===== src/rtl/audio_reg_slave.sv =====
// audio_reg_slave: AXI-lite-style write slave committing writes into an audio-control register file.
// Ports:
//   clk, ARESETn                 rising-edge clock, asynchronous active-low reset
//   AWADDR/AWVALID/AWREADY       write address channel
//   WDATA/WVALID/WREADY          write data channel
//   BVALID/BREADY/BRESP          write response channel (00 OKAY, 10 SLVERR)
//   regs_flat                    register i at [i*DATA_W +: DATA_W]
//   wr_strobe, wr_index          one-cycle commit pulse and index of last committed write
module audio_reg_slave #(
    parameter int ADDR_W   = 4,
    parameter int DATA_W   = 7,
    parameter int NUM_REGS = 12
) (
    input  logic                       clk,
    input  logic                       ARESETn,
    input  logic [ADDR_W-1:0]          AWADDR,
    input  logic                       AWVALID,
    output logic                       AWREADY,
    input  logic [DATA_W-1:0]          WDATA,
    input  logic                       WVALID,
    output logic                       WREADY,
    output logic                       BVALID,
    input  logic                       BREADY,
    output logic [1:0]                 BRESP,
    output logic [NUM_REGS*DATA_W-1:0] regs_flat,
    output logic                       wr_strobe,
    output logic [ADDR_W-1:0]          wr_index
);
    typedef enum logic [1:0] {IDLE, COMMIT, RESP} state_t;
    state_t              state;
    logic [ADDR_W-1:0]   aw_addr;
    logic [DATA_W-1:0]   w_data;
    logic                aw_got, w_got;
    logic                aw_n, w_n, in_range;
    // READYs are only ever high in IDLE, so these imply a handshake in IDLE
    assign aw_n     = aw_got | (AWVALID & AWREADY);
    assign w_n      = w_got | (WVALID & WREADY);
    assign in_range = int'(aw_addr) < NUM_REGS;
    always_ff @(posedge clk or negedge ARESETn) begin
        if (!ARESETn) begin
            state     <= IDLE;
            aw_addr   <= '0;
            w_data    <= '0;
            aw_got    <= 1'b0;
            w_got     <= 1'b0;
            AWREADY   <= 1'b0;
            WREADY    <= 1'b0;
            BVALID    <= 1'b0;
            BRESP     <= 2'b00;
            regs_flat <= '0;
            wr_strobe <= 1'b0;
            wr_index  <= '0;
        end else begin
            wr_strobe <= 1'b0;
            case (state)
                IDLE: begin
                    if (AWVALID && AWREADY) aw_addr <= AWADDR;
                    if (WVALID && WREADY) w_data <= WDATA;
                    aw_got  <= aw_n;
                    w_got   <= w_n;
                    // a channel stays ready until its beat has been captured
                    AWREADY <= !(aw_n && w_n) && !aw_n;
                    WREADY  <= !(aw_n && w_n) && !w_n;
                    state   <= (aw_n && w_n) ? COMMIT : IDLE;
                end
                COMMIT: begin
                    if (in_range) begin
                        regs_flat[int'(aw_addr)*DATA_W +: DATA_W] <= w_data;
                        wr_index <= aw_addr;
                    end
                    wr_strobe <= in_range;
                    BRESP     <= in_range ? 2'b00 : 2'b10;
                    BVALID    <= 1'b1;
                    state     <= RESP;
                end
                RESP: begin
                    if (BREADY) begin
                        BVALID  <= 1'b0;
                        BRESP   <= 2'b00;
                        AWREADY <= 1'b1;
                        WREADY  <= 1'b1;
                        aw_got  <= 1'b0;
                        w_got   <= 1'b0;
                        state   <= IDLE;
                    end
                end
                default: state <= IDLE;
            endcase
        end
    end
endmodule


===== config.mk =====
export PLATFORM = sky130hd
export DESIGN_NAME = audio_reg_slave
export DESIGN_NICKNAME = d
export VERILOG_FILES = /design/src/rtl/audio_reg_slave.sv
export SDC_FILE = /design/constraint.sdc
export NUM_CORES = 1
export LEC_CHECK = 0
export ABC_AREA = 1
export CAP_MARGIN = 20
export CORE_MARGIN = 1.5
export CORE_UTILIZATION = 54
export CTS_BUF_LIST = sky130_fd_sc_hd__clkbuf_4 sky130_fd_sc_hd__clkbuf_8 sky130_fd_sc_hd__clkbuf_16
export DETAILED_ROUTE_END_ITERATION = 16
export PLACE_DENSITY_LB_ADDON = 0.1
export SLEW_MARGIN = 40
export SYNTH_ARGS = -nofsm -noshare
export SYNTH_HDL_FRONTEND = slang
export SYNTH_SLANG_ARGS = --single-unit

===== constraint.sdc =====
create_clock -name clk -period 4.6 [get_ports clk]
set_clock_uncertainty 0.2 [all_clocks]
set_input_delay 0.69 -clock clk [delete_from_list [all_inputs] [get_ports clk]]
set_output_delay 0.69 -clock clk [all_outputs]
set_load 0.01 [all_outputs]

## Word-level counts from Yosys, hierarchy flattened

Cells that the tools add are included.

- Flip-flop bits (word level): 109
- Bits of input ports: 16
- Logic and storage cells: 54
- Output and inout port bits: 94

- Multiplexer cells: 14
- Equality and inequality tests: 3
- Shifts and indexed selects: 2
- Multipliers: 1
- Magnitude comparators: 1
- Bitwise logic cells: 4
- Add/subtract/negate cells: 1
- Reductions and logical operators: 16

Operators with widths:

| kind | count |
|---|---|
| $bwmux W84 | 1 |
| $shift A7 B33 Y84 const A | 1 |
| $shiftx A7 B33 Y84 | 1 |
| $neg A7 Y33 | 1 |
| $pmux W1 S2 | 5 |
| $reduce_and A2 Y1 | 5 |
| $mul A4 B3 Y7 const B | 1 |
| $pmux W2 S3 | 1 |
| $logic_and A1 B1 Y1 | 5 |
| $lt A4 B4 Y1 const B | 1 |
| $mux W1 | 4 |
| $mux W2 | 2 |
| $pmux W2 S2 | 1 |
| $reduce_bool A2 Y1 | 2 |
| $logic_not A1 Y1 | 3 |
| $and A1 B1 Y1 | 2 |
| $eq A2 B1 Y1 const B | 1 |
| $eq A2 B2 Y1 const B | 1 |
| $logic_not A2 Y1 | 1 |
| $ne A2 B2 Y1 const B | 1 |
| $or A1 B1 Y1 | 2 |

## Depth between registers and ports, before layout

- Depth in word-level cells: 6
- Gate-level depth with buffers: 11
- Depth with buffers taken out: 10

## Least setup slack after synthesis

No wires, ideal clock.

- Path kind: register to register
- Start: register aw_addr[0]
- End: register regs_flat[29]
- Setup slack: 2.537 ns
- Clock period less this slack: 2.063 ns
- Arrival: 1.745 ns
- Path buffers: 2
- Stages on the path, launching flop included: 11
- Cells stage by stage: dfrtp_1 -> buf_4 -> inv_4 -> ha_1 -> buf_2 -> nor2_1 -> nand3_2 -> nor2_2 -> nand2_2 -> nand2_1 -> nand2_1

- Longest elaborated chain between the ends: 4
- Elaborated cells on any way between the ends: 7
- Classes of those cells: 1 x add/sub; 1 x mul; 1 x order compare; 2 x shift; 1 x mux; 1 x reduce/logical

RTL lines:

| item | line | text |
|---|---|---|
| from (decl) | 31 | `logic [ADDR_W-1:0] aw_addr;` |
| from (signal assigned) | 42 | `aw_addr <= '0;` |
| from (signal assigned) | 57 | `if (AWVALID && AWREADY) aw_addr <= AWADDR;` |
| $mul A4 B3 Y7 | 68 | `regs_flat[int'(aw_addr)*DATA_W +: DATA_W] <= w_data;` |
| $neg A7 Y33 | 68 |  |
| $shiftx A7 B33 Y84 or $shift A7 B33 Y84 (tied branches) | 68 |  |
| $bwmux W84 | 68 |  |
| to (signal, indexed assignment) | 68 |  |
| to (decl) | 25 | `output logic [NUM_REGS*DATA_W-1:0] regs_flat,` |

Several ways; a longest one is shown, not always the timed one.
A chain may end at the register's enable or synchronous reset.

## Final worst setup path

- Start: register aw_addr[0]
- End: register regs_flat[41]

The elaborated chain is that of the path after synthesis.

==> flow_metrics.env <==
export IMPL_critPathLaunchType="flip-flop"
export IMPL_cts_root_buf="clkbuf_8"
export IMPL_dp_cells=748
export IMPL_switching_share=0.408
export IMPL_vias_per_cell=5.25
export IMPL_syn_inst=548
export IMPL_dieArea_sq_um=9240
export IMPL_setup_tns_ns=0
export IMPL_critPathCaptureType="flip-flop"
export IMPL_synth_cell_type_count=23
export IMPL_hp_class="in2async"
export IMPL_layout_nets=674
export IMPL_grt_start_max_net_pins=81
export IMPL_pwr_density_cell_nw_per_um2=529
export IMPL_numClockSinks=108
export IMPL_synthToLayoutAreaGrowth_pct=28.0
export IMPL_peakVddDrop_uv=348
export IMPL_fin_cells=763
export IMPL_port_buffers=108
export IMPL_setup_viol=0
export IMPL_crit_top_cell="nand2_1"
export IMPL_num_rows=33
export IMPL_rsz0062_at_grt="false"
export IMPL_crit_path_cell_trace="inv_4 > nand2_1 > nand2_1 > nand2_2 > nand3_1 > nand2_1 > nand2_1"
export IMPL_synth_seq_cells=108
export IMPL_cpLargestDelayFamily="simple AND/OR/NAND/NOR gates"
export IMPL_htreeDepth=3
export IMPL_vias=4002
export IMPL_synth_top_area_share=0.577
export IMPL_ys_async_sr_fraction=1.00
export IMPL_synth_nets=568
export IMPL_ant_nets=0
export IMPL_yosysSeqAreaShare=0.577
export IMPL_drt_wirelength_per_cell_um=14.6
export IMPL_yosys_top_cells_area="dfrtp_1, nand2_1, nand3_1"
export IMPL_synth_top_cell_by_area="dfrtp_1"
export IMPL_die_x_um=96.1
export IMPL_final_cell_mix="nand2_1, dfrtp_1, clkdlybuf4s50_1, nand3_1, nor2_1"
export IMPL_mappedNetlistArea_sq_um=4680
export IMPL_run_status="finished, final reports clean"
export IMPL_core_sq_um=8300
export IMPL_critPathMaxStageDelay_ns=0.59
export IMPL_cp_data_required_time_ns=4.67
export IMPL_cts_hold_buf=0
export IMPL_period_needed_ns=2.41
export IMPL_drt_iter0_drc=201
export IMPL_power_share_clock=0.163
export IMPL_io_pins=110
export IMPL_switching_power_w=0.00129
export IMPL_clock_latency_ns=0.37
export IMPL_min_period_over_period=0.523
export IMPL_cap_violations=0
export IMPL_power_frac_comb=0.407
export IMPL_track_usage=0.263
export IMPL_path_class="reg2reg"
export IMPL_layout_commonest_cell="nand2_1"
export IMPL_fin_area_sq_um=5990
export IMPL_fmax_mhz=416
export IMPL_grt_pass1_wl_um=18400
export IMPL_place_hpwl_um=8070
export IMPL_syn_area_per_cell_sq_um=8.55
export IMPL_gp_congestion=0.865
export IMPL_grt_pass1_vias=3887
export IMPL_die_h_um=96.1
export IMPL_drc_errors=0
export IMPL_cts_setup_buffers=0
export IMPL_clock_path_buffers=2
export IMPL_wl_um=11100
export IMPL_tightest_slew_ns=0.773
export IMPL_diodes=0
export IMPL_leakage_nw=3.05
export IMPL_clk_pin_slew_worst_paths_ns=0.10
export IMPL_globalRouteOverflowTotal=0
export IMPL_yosys_warnings=0
export IMPL_cts_buffers_inserted=9
export IMPL_ctsResizeCount=0
export IMPL_internal_power_w=0.00188
export IMPL_maxSlewHeadroom=0.483
export IMPL_firstDrtPassIters=5
export IMPL_start_util=0.564
export IMPL_hold_viol=0
export IMPL_synth_edf_count=0
export IMPL_crit_buf_inv=1
export IMPL_seq_power_share=0.430
export IMPL_dpl_instance_area_sq_um=5820
export IMPL_utilization=0.722
export IMPL_ys_dominant_reg_cell="dfrtp_1"
export IMPL_total_power_w=0.00317
export IMPL_maxSlewViolCount=0
export IMPL_layout_drive_gt1_share=0.0684
export IMPL_tritoncts="yes"
export IMPL_path_max_fanout=43
export IMPL_worstPathArrival_ns=2.48
export IMPL_antenna_found_initial=0
export IMPL_cpMaxStageDelayCell="dfrtp_1"
[metrics by stage]
step	hold WS, ns	worst slack, ns
floorplan	0.194	2.54
global placement	0.254	2.34
detailed placement	0.258	2.21
CTS	0.165	2.21
global route	0.182	1.94
finish	0.136	2.19
[cell type report]
class                           instances  area (sq um)
Clock inverter                          5          38.8
Fill cell                             661          2300
Sequential cell                       108          2700
Tap cell                              105           131
Multi-Input combinational cell        399          1800
Inverter                               27           104
Timing Repair Buffer                  109          1090
Clock buffer                           10           131
[cell usage after synthesis, types with 5 or more instances]
cell and instances:
nand3_1 70, o21ai_0 13, nor2_4 7, nand2_2 5, nor2_1 39, a21oi_1 7, nand2_1 232, buf_4 7
dfrtp_1 108, nand3_2 5, inv_1 23, nor2_2 5
[logic make-up (layout without fill, tap and decap cells)]
kind of cell	Yosys count	count (layout)	synth area share
compound gates	22	22	0.0246
fa+ha+maj	4	4	0.0107
buf+inv	41	151	0.0401
flops	108	108	0.577
other cells	1	1	0.000801
simple gates	372	372	0.347
[layer usage]
layer,up-vias,wire length [um],GRT usage
met5,-,0,0
met4,0,153,0.0784
met3,14,663,0.0498
met2,143,5300,0.413
met1,1907,5000,0.373
li1,1938,-,-
[path summary, 6_finish.rpt]
| check | slack (ns) | cells past startpoint | start | endpoint |
|---|---|---|---|---|
| min in group clk | 0.28 | 2 | regs_flat[56] | regs_flat[56] |
| setup reg to reg | 2.19 | 7 | aw_addr[0] | regs_flat[41] |
| setup / recovery | 2.19 | 7 | aw_addr[0] | regs_flat[41] |
| hold reg to reg | 0.28 | 2 | regs_flat[56] | regs_flat[56] |
| hold / removal | 0.14 | 1 | ARESETn | regs_flat[57] |
| max in group asynchronous | 3.22 | 2 | ARESETn | wr_index[0] |
[worst register-to-register path, cell delays in order (launching register included)]
cell     delay (ns)
dfrtp_1        0.59
inv_4          0.10
nand2_1        0.12
nand2_1        0.07
nand2_2        0.58
nand3_1        0.42
nand2_1        0.16
nand2_1        0.07
[power groups by stage]
stage               Sequential, W  Combinational [W]  Clock [W]
floorplan                 0.00141           0.000687          0
global placement          0.00137            0.00124          0
detailed placement        0.00137            0.00128          0
CTS                       0.00136            0.00129   0.000528
global route              0.00139            0.00143   0.000570
finish                    0.00136            0.00129   0.000519
[registers in the layout (all words and copies together), names as in the netlist]
register,count
AWREADY,1
BRESP,1
BVALID,1
WREADY,1
aw_addr,4
aw_got,1
regs_flat,84
state,2
w_data,7
w_got,1
wr_index,4
wr_strobe,1
Note: power is estimated with default switching activity, not from simulation.
